$ cat src/rtl/pattern_err_capture.sv
// Captures the first (or latest) pattern-checker mismatch across NCH channels
// and keeps a saturating error count per channel.
//
// state | meaning
// IDLE  | no unacknowledged error; err_valid=0
// HELD  | capture registers hold an error awaiting err_ack; err_valid=1
module pattern_err_capture #(
    parameter  int NCH  = 4,
    parameter  int DW   = 64,
    parameter  int CNTW = 16,
    localparam int CHW  = (NCH > 1) ? $clog2(NCH) : 1
) (
    input  logic                clk,
    input  logic                reset_n,
    input  logic                mode,
    input  logic [NCH-1:0]      err_strobe,
    input  logic [NCH*DW-1:0]   expc_bus,
    input  logic [NCH*DW-1:0]   rcvd_bus,
    input  logic                err_ack,
    input  logic                cnt_clr,
    output logic                err_valid,
    output logic [CHW-1:0]      err_ch,
    output logic [DW-1:0]       err_expc,
    output logic [DW-1:0]       err_rcvd,
    output logic [NCH*CNTW-1:0] err_cnt_bus,
    output logic                err_lost
);

    typedef enum logic {
        IDLE = 1'b0,
        HELD = 1'b1
    } state_t;

    state_t         state_q, state_d;
    logic [CHW-1:0] ch_q, ch_d;
    logic [DW-1:0]  expc_q, expc_d;
    logic [DW-1:0]  rcvd_q, rcvd_d;
    logic           lost_q, lost_d;
    logic           any_strobe;
    logic           capture;
    logic [CHW-1:0] lo_ch;
    logic [CNTW-1:0] cnt_q [NCH];

    // Priority pick: scanning downward leaves the lowest set index
    always_comb begin
        lo_ch = '0;
        for (int i = NCH - 1; i >= 0; i--) begin
            if (err_strobe[i]) lo_ch = CHW'(i);
        end
    end

    assign any_strobe = |err_strobe;

    always_comb begin
        state_d = state_q;
        lost_d  = lost_q;
        capture = 1'b0;
        case (state_q)
            IDLE: begin
                if (any_strobe) begin
                    capture = 1'b1;
                    state_d = HELD;
                end
            end
            HELD: begin
                if (err_ack) begin
                    lost_d = 1'b0;
                    if (any_strobe) capture = 1'b1;
                    else            state_d = IDLE;
                end else if (any_strobe) begin
                    if (mode) capture = 1'b1;
                    else      lost_d  = 1'b1;
                end
            end
            default: state_d = IDLE;
        endcase
    end

    always_comb begin
        ch_d   = ch_q;
        expc_d = expc_q;
        rcvd_d = rcvd_q;
        if (capture) begin
            ch_d   = lo_ch;
            expc_d = expc_bus[lo_ch*DW +: DW];
            rcvd_d = rcvd_bus[lo_ch*DW +: DW];
        end
    end

    always_ff @(posedge clk or negedge reset_n) begin
        if (!reset_n) begin
            state_q <= IDLE;
            ch_q    <= '0;
            expc_q  <= '0;
            rcvd_q  <= '0;
            lost_q  <= 1'b0;
        end else begin
            state_q <= state_d;
            ch_q    <= ch_d;
            expc_q  <= expc_d;
            rcvd_q  <= rcvd_d;
            lost_q  <= lost_d;
        end
    end

    // Counters run regardless of capture state; clear wins over a same-cycle strobe
    always_ff @(posedge clk or negedge reset_n) begin
        if (!reset_n) begin
            for (int i = 0; i < NCH; i++) cnt_q[i] <= '0;
        end else begin
            for (int i = 0; i < NCH; i++) begin
                if (cnt_clr)
                    cnt_q[i] <= '0;
                else if (err_strobe[i] && (cnt_q[i] != {CNTW{1'b1}}))
                    cnt_q[i] <= cnt_q[i] + 1'b1;
            end
        end
    end

    always_comb begin
        err_cnt_bus = '0;
        for (int i = 0; i < NCH; i++) err_cnt_bus[i*CNTW +: CNTW] = cnt_q[i];
    end

    assign err_valid = (state_q == HELD);
    assign err_ch    = (NCH == 1) ? '0 : ch_q;
    assign err_expc  = expc_q;
    assign err_rcvd  = rcvd_q;
    assign err_lost  = lost_q;

endmodule
$ cat config.mk
export PLATFORM = sky130hd
export DESIGN_NAME = pattern_err_capture
export DESIGN_NICKNAME = d
export VERILOG_FILES = /design/src/rtl/pattern_err_capture.sv
export SDC_FILE = /design/constraint.sdc
export NUM_CORES = 1
export LEC_CHECK = 0
export CORE_AREA = 5 5 274 276
export CTS_CLUSTER_DIAMETER = 100
export CTS_CLUSTER_SIZE = 16
export DETAILED_ROUTE_END_ITERATION = 10
export DIE_AREA = 0 0 279 281
export GPL_TIMING_DRIVEN = 0
export PLACE_DENSITY = 0.53
export SLEW_MARGIN = 20
export SYNTH_ARGS = -nofsm -noshare
export SYNTH_HDL_FRONTEND = slang
export SYNTH_SLANG_ARGS = --single-unit
$ cat constraint.sdc
create_clock -name clk -period 3.2 [get_ports clk]
set_input_delay 0.8 -clock clk [delete_from_list [all_inputs] [get_ports clk]]
set_output_delay 0.8 -clock clk [all_outputs]
set_load 0.1 [all_outputs]
==> summary.md <==
| Metric | Value |
|---|---|
| Status | complete, but fails checks |
| Failing checks | setup timing |
| Slowest stage delay, CP | around 0.65 ns |
| Worst Path Required | roughly 3.5 ns |
| Tmin final | between 3 and 4 ns |
| Family with the most delay on the worst path | buffers and inverters |
| Final GP Congestion | approximately 0.94 |
| Initial antenna violation count | 25 |
| Vias in the first global route | 12760 |
| Achievable frequency | between 300 and 400 MHz |
| Reg-to-reg startpoint | err_valid$_DFF_PN0_ |
| Per-cell routed wire length | roughly 25 um |
| CORE AREA | a little over 0.07 mm2 |
| Initial DRC Count | between 500 and 600 |
| Worst setup EP type | flop |
| Register area share after synthesis | between 40% and 50% |
| CP bufs+invs | 4 |
| Ordered cell list for the critical path | clkdlybuf4s50_1 -> nor2b_1 -> o21bai_1 -> buf_2 -> buf_4 -> buf_4 -> mux2i_2 -> o221ai_1 |
| Pwr Total | between 9 and 10 mW |
| Finished Core Util | approximately 28% |
| Clk pin slew, worst setup/hold paths | 0.09 ns |
| First-pass GRT wire length | between 90000 and 100000 um |
| Via-per-instance ratio | roughly 4.4 |
| Vias | 12220 |
| R2r worst-path depth | 7 |
| Met3 wire len | approximately 5300 um |
| Reg2Reg Setup Slack | 0.72 ns |
| Net Count, Synth | between 1500 and 2000 |
| Syn Area/Cell | ~10 um2 |
| Clock skew | 0.01355 ns |
| Largest vdd supply drop | between 200 and 300 uV |
| PD cells | between 400 and 500 mW/mm2 |
| FP Rows | 99 |
| Fin. max-slew vios | 0 |
| Reg2reg end | err_expc[12]$_DFFE_PN0P_ |
| Critical path class | in2reg |
| Hold Fails Final Rpt | 0 |
| TritonCTS Sinks | just under 200 |
| Slew headroom | a little over a fifth |
| Die X | 279 um |
| Lkg Pwr | between 8 and 9 nW |
| Clk buf depth | 2 |
| RSZ-0062 raised after global routing | true |
| Ys Warns | 0 |
| CP most frequent cell | buf_4 |
| Type of the most critical hold path | in2async |
| FF/Latch Area | about 0.005 mm2 |
| Hpwl dp | roughly 58000 um |
| First-pass iteration count of the detailed router | 6 |
| Period utilization | 100.4% |
| Drt drc | 0 |
| DR top layer | met5 |
| Post-CTS setup buffer count | 0 |
| Finish-stage setup viols | 2 |
| Area Overhead vs Synth | 79.69% |
| Most frequent cell after synthesis | mux2i_1 |
| Critical Path Start Type | input pin |
| DP Worst Slack | -0.7952 ns |
| Largest net degree at the start of global routing | 86 |
| Area share of the largest cell type after synthesis | between 40 and 50% |
| Fraction of layout instances using a drive strength above 1 | 6.478% |
| Detail Route Antenna Nets | 0 |
| Clock tree from TritonCTS | yes |
| Filler cells | ~7600 |
| GRT Total Usage | ~17% |
| Die area | 0.07840 mm2 |
| TritonCTS buffer count | 17 |
| CP max FO | 10 |
| Critical Path Slowest Stage Cell | mux2i_2 |
| Max-cap viol count | 0 |
| CTS root buf | clkbuf_16 |
| #FFs+latches synth | about 200 |
| Synth cell types | 48 |
| Ys flop type | dfrtp_1 |
| Mapped Area | ~0.011 mm2 |
| Synth top area cells | dfrtp_1 43%, mux2i_1 23%, o221ai_1 9.8% |
| Setup TNS | -0.01709 ns |
| Multi-input gate area | between 0.006 and 0.007 mm2 |
| Asr flop ratio synth | 100.0% |
| Met2 wire len | approximately 35000 um |
| WHS | 0.1756 ns |
| GRT overflow | 0 |
| H-Tree Depth | 4 |
| Total wire length | around 70000 um |
| Syn Inst Count | 1088 |
| Worst path arrival time | 3.54 ns |
| Final worst slack | -0.01366 ns |
| I/O Pins | between 700 and 800 |
| Clk Latency, worst-skew pair | 0.48 ns |
| Met1 WL | 27720 um |
| Die height | about 280 um |
| Starting density of the core | 15.76% |
| Leading area contributor after synthesis | dfrtp_1 |
| Post-synth EDFFs | 0 |
| Fin nets | approximately 2300 |
| Post-synth top cells | 264 x mux2i_1, 196 x dfrtp_1, 157 x nand2_1 |
| Worst-Margin Slew | roughly 1.2 ns |
| IO Port Bufs | ~700 |
cells in the final DEF, fill, tap and decap left out, types with 21 or more instances in the layout:
master / instances
clkbuf_1: 21
mux2i_1: 254
buf_2: 33
clkdlybuf4s50_1: 713
nand2_1: 157
xnor2_1: 25
nor3_1: 22
o221ai_1: 128
nor2_1: 58
dfrtp_1: 196
repair_timing:
action                     4_1_cts  5_1_grt
setup endpoints to repair       19        7
hold buffers                     0        0
gates resized for setup         11        1
layout make-up:
type | instances | share of cell area [%]
Multi-Input combinational cell | 804 | 29.40
Inverter | 7 | 0.1283
Antenna cell | 5 | 0.06109
Timing Repair Buffer | 717 | 35.21
Tap cell | 959 | 5.858
Clock buffer | 18 | 2.095
Clock inverter | 14 | 0.8919
Sequential cell | 196 | 23.95
Buffer | 81 | 2.407
power by group:
group	switching (mW)	total [mW]	internal (mW)
logic	2.75	4.09	1.33
registers	0.149	2.86	2.71
clock network	1.23	2.36	1.13
sequential cells by signal, summed over array words and instances, names as in the netlist:
register / cells
err_valid: 1
err_ch: 2
err_cnt_bus: 64
err_expc: 64
err_rcvd: 64
err_lost: 1
worst max path at each step:
stage,startpoint,to,depth (start not counted)
after CTS,err_strobe[3],err_rcvd[32]$_DFFE_PN0P_,8
after detailed placement,err_strobe[3],err_rcvd[30]$_DFFE_PN0P_,8
after global placement,reset_n,err_rcvd[25]$_DFFE_PN0P_,1
after global routing,err_strobe[3],err_rcvd[32]$_DFFE_PN0P_,8
final,err_strobe[3],err_rcvd[30]$_DFFE_PN0P_,8
after floorplan,err_cnt_bus[32]$_DFFE_PN0P_,err_cnt_bus[33]$_DFFE_PN0P_,6
cells by family after synthesis:
kind of cell | count (synthesis) | share of synthesized area, %
buffers and inverters | 88 | 4.544
flip-flops | 196 | 43.03
XOR/XNOR | 34 | 2.613
multiplexers | 264 | 23.18
AO/OA/AOI/OAI | 182 | 12.76
adder cells (fa/ha/maj) | 4 | 0.4391
AND/OR/NAND/NOR | 320 | 13.44
stage by stage:
step | cells | area [um2]
3_3_place_gp | 2762 | 19760
4_1_cts | 2796 | 20470
6_report | 2801 | 20480
3_5_place_dp | 2764 | 19820
2_1_floorplan | 1088 | 11400
5_1_grt | 2800 | 20480
routing by layer:
metal | track usage, % | vias up
li1 | - | 5581
met1 | 19.79 | 6016
met2 | 30.15 | 545
met3 | 5.400 | 72
met4 | 4.539 | 6
met5 | 0 | -
worst reg2reg max path, cell delays in order, from the launching register on:
cell,delay (ns)
dfrtp_1,0.41
inv_1,0.08
or3_1,0.34
nor2b_1,0.19
nand2_1,0.11
buf_2,0.45
buf_2,0.55
o221ai_1,0.21
Power figures use the tool's default switching activity.
